$ cat config.mk
export PLATFORM = sky130hd
export DESIGN_NAME = ssr_interrog_seq
export DESIGN_NICKNAME = d
export VERILOG_FILES = /design/src/rtl/ssr_interrog_seq.sv
export SDC_FILE = /design/constraint.sdc
export NUM_CORES = 1
export LEC_CHECK = 0
export BUFFER_PORTS_ARGS = -buffer_cell sky130_fd_sc_hd__buf_2
export CORE_MARGIN = 3
export CORE_UTILIZATION = 45
export DETAILED_ROUTE_END_ITERATION = 12
export PLACE_DENSITY = 0.73
export SKIP_LAST_GASP = 1
export SYNTH_ARGS = -nofsm -noshare
export SYNTH_HDL_FRONTEND = slang
export SYNTH_SLANG_ARGS = --single-unit
$ cat constraint.sdc
create_clock -name clk -period 8.95 [get_ports clk]
set_clock_uncertainty 0.2 [all_clocks]
set_input_delay 0.895 -clock clk [delete_from_list [all_inputs] [get_ports clk]]
set_output_delay 0.895 -clock clk [all_outputs]
set_load 0.02 [all_outputs]
$ cat src/rtl/ssr_interrog_seq.sv
// SSR interrogation sequencer: builds the P1/P2/P3 pulse train for one mode
// per trigger, round-robins through the enabled modes, then fires the STC
// start and holds a bounded listen window for the receiver path.
module ssr_interrog_seq #(
    parameter int CNT_W      = 12,
    parameter int P_W        = 14,
    parameter int P2_OFS     = 40,
    parameter int P2_W       = 16,
    parameter int SP0        = 60,
    parameter int SP1        = 100,
    parameter int SP2        = 160,
    parameter int SP3        = 420,
    parameter int STC_DLY    = 46,
    parameter int LISTEN_MAX = 4000
) (
    input  logic       clk,
    input  logic       rst,
    input  logic       trig,
    input  logic [3:0] mode_mask,
    input  logic       p2_en,
    input  logic       oddeven,
    input  logic       stop,
    input  logic       abort,
    output logic       p_out,
    output logic       mo,
    output logic [1:0] mode_sel,
    output logic       busy,
    output logic       start_shift,
    output logic       start_stc,
    output logic       rx_sync,
    output logic       done,
    output logic       timeout,
    output logic       trig_ovr
);

    typedef enum logic [1:0] {IDLE, XMIT, LISTEN} state_t;

    localparam logic [CNT_W-1:0] C_PW    = CNT_W'(P_W);
    localparam logic [CNT_W-1:0] C_P2O   = CNT_W'(P2_OFS);
    localparam logic [CNT_W-1:0] C_P2E   = CNT_W'(P2_OFS + P2_W);
    localparam logic [CNT_W-1:0] C_STC   = CNT_W'(STC_DLY);
    localparam logic [CNT_W-1:0] C_LLAST = CNT_W'(LISTEN_MAX - 1);

    function automatic logic [CNT_W-1:0] sp_of(input logic [1:0] m);
        case (m)
            2'd0:    sp_of = CNT_W'(SP0);
            2'd1:    sp_of = CNT_W'(SP1);
            2'd2:    sp_of = CNT_W'(SP2);
            default: sp_of = CNT_W'(SP3);
        endcase
    endfunction

    state_t           state_reg, state_next;
    logic [CNT_W-1:0] cnt_reg, cnt_next;
    logic [1:0]       rr_reg, rr_next;
    logic [1:0]       mode_reg, mode_next;
    logic             p2_reg, p2_next;

    logic p_out_reg, mo_reg, busy_reg, start_shift_reg, start_stc_reg;
    logic rx_sync_reg, done_reg, timeout_reg, trig_ovr_reg;
    logic p_out_next, mo_next, busy_next, start_shift_next, start_stc_next;
    logic rx_sync_next, done_next, timeout_next, trig_ovr_next;

    // Round-robin candidates: the four modes in order starting just after rr_reg.
    logic [1:0] cand [4];
    logic [3:0] hit;
    logic [1:0] pick;

    genvar gi;
    generate
        for (gi = 0; gi < 4; gi++) begin : g_cand
            assign cand[gi] = rr_reg + 2'(gi + 1);
            assign hit[gi]  = mode_mask[cand[gi]];
        end
    endgenerate

    // Nearest enabled candidate wins.
    always_comb begin
        pick = cand[0];
        for (int i = 3; i >= 0; i--) begin
            if (hit[i]) pick = cand[i];
        end
    end

    logic [CNT_W-1:0] stc_t_cur;
    assign stc_t_cur = sp_of(mode_reg) + C_PW + C_STC;

    // Next-state, counter and latched-mode logic; abort overrides stop/expiry.
    always_comb begin
        state_next   = state_reg;
        cnt_next     = cnt_reg;
        rr_next      = rr_reg;
        mode_next    = mode_reg;
        p2_next      = p2_reg;
        done_next    = 1'b0;
        timeout_next = 1'b0;
        case (state_reg)
            IDLE: begin
                cnt_next = '0;
                if (trig && (mode_mask != 4'b0000)) begin
                    state_next = XMIT;
                    rr_next    = pick;
                    mode_next  = pick;
                    p2_next    = p2_en;
                end
            end
            XMIT: begin
                if (abort) begin
                    state_next = IDLE;
                    cnt_next   = '0;
                end else if (cnt_reg == stc_t_cur) begin
                    state_next = LISTEN;
                    cnt_next   = '0;
                end else begin
                    cnt_next = cnt_reg + 1'b1;
                end
            end
            LISTEN: begin
                if (abort) begin
                    state_next = IDLE;
                    cnt_next   = '0;
                end else if (stop || (cnt_reg == C_LLAST)) begin
                    state_next   = IDLE;
                    cnt_next     = '0;
                    done_next    = 1'b1;
                    timeout_next = !stop;
                end else begin
                    cnt_next = cnt_reg + 1'b1;
                end
            end
            default: begin
                state_next = IDLE;
                cnt_next   = '0;
            end
        endcase
    end

    // Outputs are decoded from the next state/counter so the registered
    // versions line up with the cycle that state is current.
    logic [CNT_W-1:0] sp_n;
    logic             in_xmit, mo_win;
    always_comb begin
        sp_n             = sp_of(mode_next);
        in_xmit          = (state_next == XMIT);
        mo_win           = (cnt_next >= C_P2O) && (cnt_next < C_P2E);
        p_out_next       = in_xmit && ((cnt_next < C_PW) || (p2_next && mo_win) ||
                           ((cnt_next >= sp_n) && (cnt_next < sp_n + C_PW)));
        mo_next          = in_xmit && mo_win;
        start_shift_next = in_xmit && (state_reg == IDLE);
        start_stc_next   = in_xmit && (cnt_next == sp_n + C_PW + C_STC);
        rx_sync_next     = (state_next == LISTEN) && oddeven;
        busy_next        = (state_next != IDLE);
        trig_ovr_next    = trig && (state_reg != IDLE);
    end

    // State and output registers with synchronous active-low reset.
    always_ff @(posedge clk) begin
        if (!rst) begin
            state_reg       <= IDLE;
            cnt_reg         <= '0;
            rr_reg          <= 2'd3;
            mode_reg        <= 2'd0;
            p2_reg          <= 1'b0;
            p_out_reg       <= 1'b0;
            mo_reg          <= 1'b0;
            busy_reg        <= 1'b0;
            start_shift_reg <= 1'b0;
            start_stc_reg   <= 1'b0;
            rx_sync_reg     <= 1'b0;
            done_reg        <= 1'b0;
            timeout_reg     <= 1'b0;
            trig_ovr_reg    <= 1'b0;
        end else begin
            state_reg       <= state_next;
            cnt_reg         <= cnt_next;
            rr_reg          <= rr_next;
            mode_reg        <= mode_next;
            p2_reg          <= p2_next;
            p_out_reg       <= p_out_next;
            mo_reg          <= mo_next;
            busy_reg        <= busy_next;
            start_shift_reg <= start_shift_next;
            start_stc_reg   <= start_stc_next;
            rx_sync_reg     <= rx_sync_next;
            done_reg        <= done_next;
            timeout_reg     <= timeout_next;
            trig_ovr_reg    <= trig_ovr_next;
        end
    end

    assign p_out       = p_out_reg;
    assign mo          = mo_reg;
    assign mode_sel    = mode_reg;
    assign busy        = busy_reg;
    assign start_shift = start_shift_reg;
    assign start_stc   = start_stc_reg;
    assign rx_sync     = rx_sync_reg;
    assign done        = done_reg;
    assign timeout     = timeout_reg;
    assign trig_ovr    = trig_ovr_reg;

endmodule

==> metrics list <==
- Nets: 300
- Before antenna repair, the detailed router went through 4 iterations.
* Ratio of final minimum period to clock period: 42.41%
* Count of synthesis-stage warnings from yosys: 0
- Flop-to-flop setup slack: 5170 ps
- Io pins: 22
- Headroom to the max-slew limit came out at between 60% and 70%.
- Antenna violation net count after detailed routing: 0
- Capture point of the worst reg-to-reg path: p_out
* Standby leakage power: about 0.96 nW
* Number of endpoints with negative hold slack in the final report: 0
- The worst hold path begins at cnt_reg[0].
* Result of the run: completed
- CTS tree: built
- Entering global routing, the biggest net connects 17 pins.
- Met1 wire length: about 2100 µm
* Fraction of post-synthesis cell area in the top cell type by area: 27.60%
- The biggest area contributor in the post-synthesis netlist is dfxtp_1.
* Gate count of the mapped netlist: ~250
* Hold-critical path endpoint: cnt_reg[0]
- The worst setup path is captured at a flip-flop.
- Final total negative setup slack: 0 ps
* Gr usage total: around 18%
- Final critical-path required period: 3796 ps
- Post-CTS Resized: 0
* Hold bufs inserted after CTS: 0
- TritonCTS created 3 clock buffers.
- Die width: around 73 µm
* Count of flip-flops with a built-in enable after synthesis: 0
* Drt total wl: roughly 4400 µm
* Maxcap violations: 0
* Launching element type of the critical path: input pin
- Achievable frequency: about 0.26 GHz
* Hold path cells: 1
* Area used by multi-input combinational logic: 0.001389 mm²
- The tree is rooted in a clkbuf_8.
- From bottom edge to top edge, the die measures 73.18 µm.
- Cell with the largest stage delay on the worst path: o41a_1
- Clock Sink Count: 28
- Number of flip-flops and latches in the synthesized netlist: 28
- Summing all placed instances gives a cell area of 0.002177 mm².
- The mapped netlist covers approximately 0.002 mm².
- Power spread over the standard cell area amounts to about 130 mW/mm².
* Flip-flop count of the largest register, all copies and words added: 12
- Setup repair after global routing left no endpoint under its margin.
- Post-CTS Setup Repair Bufs: 0
- For the pin with the worst max-slew slack, the measured transition is roughly 580 ps.
- First-pass GRT wire length: between 7000 and 8000 µm
- Critical path data arrival time: ~3800 ps
- Highest routed layer: met4
- Remaining Overflow, GRT: 0
- Signed area change from the synthesized netlist to the final layout: 10.72%
- The repair_antennas step left the layout with diodes totalling 0.
- The startpoint identified for the worst register-to-register timing path is cnt_reg[0].
- Among all flip-flop cells after synthesis, the most frequent one is dfxtp_1.
* Antenna violations before repair: 0
- Crit path required time: ~9000 ps
* Vias per std cell: ~5.6
* Area taken by flip-flops and latches: ~560 µm²
* Wire length on met2: 2072 µm
* Met3 WL post-DR: 248 µm
- Each instance of the synthesized netlist takes up on average about 8.2 µm².
* Core outline area: 0.004173 mm²
* Final Max Slew Viols: 0
- In the synthesized netlist the async set-or-reset flop fraction comes to 0%.
- In this run the deepest clock path goes through 2 buffers.
- After detailed routing, the number of remaining DRC violations is 0.
- Max FO, Critical Path: 7
* Share of final-layout standard cells stronger than drive strength 1: 17.10%
- The routed layout has 1789 vias.
- Final GP Congestion: 0.8271
- Proportion of synthesized chip area in sequential cells: 27.60%
- On the worst path, the slowest cell contributes a delay of 470 ps.
* Depth of the CTS H-tree: 1
- Cell types occupying the most area after synthesis: dfxtp_1, ha_1, nand2_1, nor2_1, xnor2_1
- Cell count of the worst reg-to-reg path: 13
- For this configuration, the core starts out at a cell density of a little under 50%.
* Post-detailed-route wirelength per cell: approximately 14 µm
* Final instance area: ~0.0022 mm²
- By startpoint and endpoint, the worst setup path is classified as input pin to flip-flop.
* IO buf count: 21
* Cell Chain, Critical Path: buf_2 > o41a_1 > and2_4 > a41oi_4 > inv_1 > nand2_1 > inv_1 > ha_1 > xnor2_1 > ha_1 > nand4_1 > or3_1 > o22a_1 > nand4_1 > a31oi_1
- The layout has between 400 and 500 filler cells.
* Setup-violating endpoint count in the final report: 0
* Total half-perimeter wirelength after legalization and detailed placement: around 3500 µm
- Via count of the first global-routing pass: approximately 1700
- 1st-iter DRT viols: 135
- Yosys cell types: 63
- Max VDD drop: between 0.07 and 0.08 mV
- Post-CTS clock slew at the launch and capture registers of the worst setup and hold paths: roughly 100 ps
- The clock reaches the later pin of the worst-skew pair after approximately 280 ps.
* Worst hold path class: flip-flop to flip-flop
- The critical path starts at mode_mask[0].
- Total Die Area: about 0.0054 mm²
* Number of placement rows: 23
- Synth Net Count: between 200 and 300
## worst max-delay path: cells and delay by family
| kind | cells | cell delay [ps] |
|---|---|---|
| xor+xnor | 1 | 130 |
| buf+inv | 3 | 330 |
| fa+ha+maj | 2 | 490 |
| compound gates | 4 | 1010 |
| simple gates | 5 | 900 |
## synth_stat cells (all sizes together) (3+ instances only)
cell type and number:
o21ai 8, nor2b 7, xor2 5, and3 3
xnor2 8, nor2 27, buf 3, a21o 3
nand2 30, nor3 7, dfxtp 28, ha 19
o21bai 3, or2 3, or3 3, nand3 9
inv 16, nand4 4, nor4 3, and2 6
mux2i 3, nand2b 8, a21oi 8
## cell usage in the layout (no fill, tap or decap), types with 4 or more instances in the layout
master	count
a21oi_1	8
and2_1	4
buf_2	21
dfxtp_1	28
ha_1	19
inv_1	15
nand2_1	28
nand2b_1	8
nand3_1	9
nor2_1	26
nor2b_1	7
nor3_1	6
o21ai_0	8
xnor2_1	8
xor2_1	4
## how the worst max path moves through the flow
stage	cells after the start	to	slack, ps
after floorplan	14	p_out	5280
after global placement	15	p_out	5020
after detailed placement	15	p_out	4900
after CTS	15	p_out	5200
after global routing	13	p_out	4890
final	15	p_out	5150
## kinds of logic after synthesis
logic type | share of synthesized area, %
AOI/OAI and AO/OA | 15.10
xor gates and xnor gates | 5.977
adders and majority gates | 11.71
buffers and inverters | 4.005
DFF | 27.60
muxes | 1.479
and+or+nand+nor | 34.13
## metrics by stage
stage	worst slack, ps	hold slack, ps	total power, mW	instances	util (%)
after floorplan	5283	252.6	0.1797	248	-
after global placement	5018	292.8	0.1943	315	52.17
after detailed placement	4904	302.4	0.1961	315	52.17
after CTS	5198	324.2	0.2967	319	53.88
after global routing	4894	370.8	0.3122	319	53.88
final	5154	317.9	0.2934	319	53.88
## area by class of cell
class / instances / area share, %
Inverter: 16 / 2.671
Clock inverter: 1 / 1.336
Clock buffer: 3 / 1.836
Sequential cell: 28 / 24.93
Tap cell: 50 / 2.782
Timing Repair Buffer: 21 / 4.674
Multi-Input combinational cell: 200 / 61.77
## report_power, final
part,total [mW],leakage [nW],internal [mW],switching (mW)
clock,0.0995,0.0357,0.0599,0.0396
combinational,0.0608,0.696,0.0254,0.0353
sequential,0.133,0.228,0.129,0.00442
total,0.293,0.959,0.214,0.0793
## layer usage
layer / global-route usage (%) / vias up
li1: - / 909
met1: 22.81 / 838
met2: 29.10 / 40
met3: 3.306 / 2
met4: 6.148 / 0
met5: 0 / -
No activity file was read; power rests on OpenSTA's default activity.
